`src/rtl/alu_share_arbiter.sv`:
```
// Two-requester arbiter in front of one shared ALU (AND/OR/ADD/SUB/SLT) with a registered, id-tagged valid/ready response.
// Optional rsp_err output for unknown opcodes when ALU_SHARE_ARBITER_ILLEGAL_OP_EN is defined.
module alu_share_arbiter #(
    parameter int unsigned WIDTH      = 32,
    parameter bit          FIXED_PRIO = 1'b0
) (
    input  logic             clk,
    input  logic             rst_n,
    input  logic             req0_valid,
    output logic             req0_ready,
    input  logic [3:0]       req0_ctl,
    input  logic [WIDTH-1:0] req0_a,
    input  logic [WIDTH-1:0] req0_b,
    input  logic             req1_valid,
    output logic             req1_ready,
    input  logic [3:0]       req1_ctl,
    input  logic [WIDTH-1:0] req1_a,
    input  logic [WIDTH-1:0] req1_b,
    output logic             rsp_valid,
    input  logic             rsp_ready,
    output logic             rsp_id,
    output logic [WIDTH-1:0] rsp_data,
    output logic             rsp_zero,
`ifdef ALU_SHARE_ARBITER_ILLEGAL_OP_EN
    output logic             rsp_err,
`endif
    output logic             busy
);

    typedef enum logic [1:0] {
        IDLE = 2'd0,
        EXEC = 2'd1,
        RESP = 2'd2
    } state_t;

    state_t           state_q;
    logic [3:0]       ctl_q;
    logic [WIDTH-1:0] a_q;
    logic [WIDTH-1:0] b_q;
    logic             id_q;
    logic             ptr_q;
    logic             rsp_valid_q;
    logic             rsp_id_q;
    logic [WIDTH-1:0] rsp_data_q;
    logic             rsp_zero_q;
    logic             busy_q;
    logic             rsp_err_q;

    logic             gnt0;
    logic             gnt1;
    logic [WIDTH-1:0] alu_res;
    logic             alu_illegal;

    // Grant is combinational in IDLE; forced low while reset is asserted.
    always_comb begin
        gnt0 = 1'b0;
        gnt1 = 1'b0;
        if (rst_n && (state_q == IDLE)) begin
            if (req0_valid && req1_valid) begin
                if (FIXED_PRIO || !ptr_q) gnt0 = 1'b1;
                else                      gnt1 = 1'b1;
            end else if (req0_valid) begin
                gnt0 = 1'b1;
            end else if (req1_valid) begin
                gnt1 = 1'b1;
            end
        end
    end

    assign req0_ready = gnt0;
    assign req1_ready = gnt1;

    always_comb begin
        alu_res     = '0;
        alu_illegal = 1'b0;
        case (ctl_q)
            4'b0000: alu_res = a_q & b_q;
            4'b0001: alu_res = a_q | b_q;
            4'b0010: alu_res = a_q + b_q;
            4'b0110: alu_res = a_q - b_q;
            4'b0111: alu_res = {{(WIDTH-1){1'b0}}, (a_q < b_q)};
            default: alu_illegal = 1'b1;
        endcase
    end

    always_ff @(posedge clk or negedge rst_n) begin
        if (!rst_n) begin
            state_q     <= IDLE;
            ctl_q       <= '0;
            a_q         <= '0;
            b_q         <= '0;
            id_q        <= 1'b0;
            ptr_q       <= 1'b0;
            rsp_valid_q <= 1'b0;
            rsp_id_q    <= 1'b0;
            rsp_data_q  <= '0;
            rsp_zero_q  <= 1'b0;
            busy_q      <= 1'b0;
            rsp_err_q   <= 1'b0;
        end else begin
            case (state_q)
                IDLE: begin
                    if (gnt0 || gnt1) begin
                        ctl_q   <= gnt1 ? req1_ctl : req0_ctl;
                        a_q     <= gnt1 ? req1_a   : req0_a;
                        b_q     <= gnt1 ? req1_b   : req0_b;
                        id_q    <= gnt1;
                        busy_q  <= 1'b1;
                        state_q <= EXEC;
                    end
                end
                EXEC: begin
                    rsp_data_q  <= alu_res;
                    rsp_zero_q  <= (alu_res == '0);
                    rsp_id_q    <= id_q;
                    rsp_err_q   <= alu_illegal;
                    rsp_valid_q <= 1'b1;
                    state_q     <= RESP;
                end
                RESP: begin
                    // Pointer moves only on the response handshake, away from the owner just served.
                    if (rsp_ready) begin
                        rsp_valid_q <= 1'b0;
                        rsp_err_q   <= 1'b0;
                        ptr_q       <= ~id_q;
                        busy_q      <= 1'b0;
                        state_q     <= IDLE;
                    end
                end
                default: begin
                    state_q <= IDLE;
                    busy_q  <= 1'b0;
                end
            endcase
        end
    end

    assign rsp_valid = rsp_valid_q;
    assign rsp_id    = rsp_id_q;
    assign rsp_data  = rsp_data_q;
    assign rsp_zero  = rsp_zero_q;
    assign busy      = busy_q;
`ifdef ALU_SHARE_ARBITER_ILLEGAL_OP_EN
    assign rsp_err   = rsp_err_q;
`else
    logic unused_err;
    assign unused_err = rsp_err_q;
`endif

endmodule
```
`config.mk`:
```
export PLATFORM = sky130hd
export DESIGN_NAME = alu_share_arbiter
export DESIGN_NICKNAME = d
export VERILOG_FILES = /design/src/rtl/alu_share_arbiter.sv
export SDC_FILE = /design/constraint.sdc
export NUM_CORES = 1
export LEC_CHECK = 0
export CORE_MARGIN = 2
export CORE_UTILIZATION = 45
export DETAILED_ROUTE_END_ITERATION = 10
export GPL_ROUTABILITY_DRIVEN = 0
export HOLD_SLACK_MARGIN = 0.03
export PLACE_DENSITY = 0.69
export SLEW_MARGIN = 20
export SYNTH_ARGS = -nofsm -noshare
export SYNTH_HDL_FRONTEND = slang
export SYNTH_SLANG_ARGS = --single-unit
```
`constraint.sdc`:
```
create_clock -name clk -period 8.98 [get_ports clk]
set_input_delay 1.796 -clock clk [delete_from_list [all_inputs] [get_ports clk]]
set_output_delay 1.796 -clock clk [all_outputs]
set_load 0.005 [all_outputs]
```
==> results.sh <==
export IMPL_fin_hold_ws_ps=476
export IMPL_numCtsBuffers=9
export IMPL_drtAntennaViolNets=0
export IMPL_hold_viol=0
export IMPL_initial_utilization_pct=46.2
export IMPL_dp_cells=1688
export IMPL_required_ps=7180
export IMPL_cp_buffers_inverters=3
export IMPL_root_buffer="clkbuf_16"
export IMPL_port_buffers=178
export IMPL_wire_per_inst_um=18.1
export IMPL_tns_ps=0
export IMPL_ys_flop_type="dfrtp_1"
export IMPL_core_um2=21200
export IMPL_synthArstFlopShare_pct=100
export IMPL_finalSetupViolCount=0
export IMPL_grt_pass1_wl_mm=48.2
export IMPL_nFillCells=2015
export IMPL_grt_pass1_vias=9155
export IMPL_hpwl_mm=23.7
export IMPL_cpLargestDelayFamily="buffers and inverters"
export IMPL_gr_total_overflow=0
export IMPL_cts_hold_buf=0
export IMPL_cts_resized=0
export IMPL_die_area_um2=22900
export IMPL_final_max_slew_viol_count=0
export IMPL_clk_latency_ps=370
export IMPL_drive_gt1_share_pct=3.92
export IMPL_core_rowCount=53
export IMPL_leakage_uw=0.00528
export IMPL_synth_area_um2=9780
export IMPL_viasPerCell=5.82
export IMPL_worstMarginPinSlew_ps=1010
export IMPL_status="finished, final reports clean"
export IMPL_multiInputGateArea_um2=6330
export IMPL_grt_usage_pct=27.1
export IMPL_cts_max_path_buffers=2
export IMPL_clk_pin_slew_ps=70
export IMPL_nets=1670
export IMPL_drv_cap=0
export IMPL_routed_wl_mm=30.8
export IMPL_cts_setup_buffers=0
export IMPL_firstDrtPassIters=7
export IMPL_diodes=0
export IMPL_min_period_ps=5830
export IMPL_worst_setup_path_end_kind="primary output"
export IMPL_ys_seq_area_share_pct=27.6
export IMPL_cp_arrival_ps=4030
export IMPL_cts_max_level=3
export IMPL_initialDrtViolationCount=1090
export IMPL_grt_start_max_net_pins=93
export IMPL_p_per_area_nw_per_um2=441
export IMPL_cts_tree="yes"
export IMPL_vias=9924
export IMPL_slowest_stage="nand3_4"
export IMPL_die_height_um=151
export IMPL_ys_ff_latch=108
export IMPL_fin_skew_ps=9.70
export IMPL_fin_crit_sh_pct=64.9
export IMPL_synth_nets=1553
export IMPL_max_clock_freq_ghz=0.172
export IMPL_worst_path_largest_cell_delay_ps=550
export IMPL_fin_cells=1704
export IMPL_drc=0
export IMPL_crit_type="primary input to primary output"
export IMPL_critPathMaxFanout=48
export IMPL_area_growth_synth_to_final_pct=22.6
export IMPL_cts_num_sinks=108
export IMPL_ys_types=79
export IMPL_critPathLaunchType="primary input"
export IMPL_hold_class="flop to flop"
export IMPL_path_cells="buf_4 -> nor3b_1 -> nand3_4 -> inv_1 -> clkdlybuf4s50_1"
export IMPL_seqCellArea_um2=2700
export IMPL_die_x_um=151
export IMPL_synth_edff_count=0
export IMPL_ioPinCount=179
export IMPL_synthCells=1307
export IMPL_rsz0062_at_grt="no"
export IMPL_maxSlewHeadroom_pct=32.6
export IMPL_peakVddDrop_uv=179
export IMPL_finalPower_uw=5280
export IMPL_antenna_found_initial=1
export IMPL_synth_area_per_cell_um2=7.48
export IMPL_yosysWarnings=0
==> layout make-up <==
cell class | count | share of cell area [%]
Multi-Input combinational cell | 1014 | 52.8
Sequential cell | 108 | 22.5
Timing Repair Buffer | 188 | 15.5
Inverter | 103 | 3.22
Tap cell | 275 | 2.87
Clock buffer | 9 | 1.88
Clock inverter | 7 | 1.23
==> sequential cells by signal, summed over array words and instances, names as in the netlist <==
register,cells
ptr_q,1
busy,1
rsp_zero,1
state_q,2
rsp_id,1
a_q,32
rsp_valid,1
rsp_data,32
b_q,32
id_q,1
ctl_q,4
==> stage by stage <==
step                      setup WS [ps]  cell area (µm²)  utilization (%)
after floorplan                    4510             9780                -
after global placement             3120            11600             54.9
after detailed placement           3120            11600             54.9
after CTS                          3110            12000             56.7
after global routing               2910            12000             56.7
final                              3150            12000             56.7
==> worst paths after layout <==
path,from,end,slack (ps),cells past startpoint
min,rsp_data[15],rsp_data[15],480,2
min in group asynchronous,rst_n,b_q[23],1410,1
min reg2reg,rsp_data[15],rsp_data[15],480,2
max in group asynchronous,rst_n,ctl_q[0],6180,2
max reg2reg,ctl_q[0],rsp_zero,4810,13
max,rst_n,req1_ready,3150,5
==> layout by cell type (no fill, tap or decap), types with 5 or more instances in the layout <==
master           count
nand2_1            227
clkdlybuf4s50_1    177
nor2_1             149
dfrtp_1            107
ha_1               103
inv_1               96
a21oi_1             85
a31oi_1             74
o21ai_0             63
a211oi_1            30
xnor2_1             21
nand3_1             17
o211ai_1            16
nor3_1              15
o31ai_1             15
nor2b_1             13
mux2i_1             13
nor4_1              11
buf_4               11
nand4_1             10
o22ai_1             10
nand2b_1             9
clkbuf_16            9
o21ai_1              8
a221oi_1             8
a21o_1               8
a22oi_1              7
inv_2                6
o21a_1               6
o31a_1               5
and2_1               5
mux2_2               5
a21boi_1             5
==> where the power goes <==
| part | switching [µW] | internal [µW] |
|---|---|---|
| clock | 198 | 303 |
| sequential | 274 | 708 |
| combinational | 2370 | 1430 |
==> cell usage after synthesis (11+ instances only) <==
library cell	count	area, µm²
nand2_1	227	852
nor4_1	11	68.8
a21oi_1	85	425
nor2_1	149	559
ha_1	103	1290
nand3_1	19	95.1
inv_1	96	360
a211oi_1	30	225
dfrtp_1	108	2700
nor3_1	16	80.1
o21ai_0	63	315
o31ai_1	15	113
clkbuf_1	55	206
a31oi_1	74	463
nor2b_1	13	81.3
xnor2_1	21	184
mux2i_1	13	130
o211ai_1	16	120
==> logic make-up (layout without fill, tap and decap cells) <==
family	after synthesis	after routing	synth area share [%]
multiplexers	18	18	1.91
adder cells (fa/ha/maj)	105	105	13.6
buffers and inverters	185	307	8.06
AND/OR/NAND/NOR	485	485	21.4
flip-flops	108	108	27.6
XOR/XNOR	24	24	2.15
AO/OA/AOI/OAI	382	382	25.3
==> routing by layer <==
| layer | share of wire [%] | vias to the layer above | track usage [%] |
|---|---|---|---|
| met3 | 11 | 63 | 6.96 |
| li1 | - | 4792 | - |
| met5 | 0 | - | 0 |
| met4 | 2.2 | 0 | 7.62 |
| met1 | 46 | 4570 | 39.3 |
| met2 | 41 | 499 | 39.8 |
==> worst register-to-register path: cells and delay by family (launching register included) <==
kind                   cells  cell delay, ps
buffers and inverters      2             730
AOI/OAI and AO/OA          5            1100
and+or+nand+nor            6            1510
DFF                        1             750
Note: power is estimated with default switching activity, not from simulation.
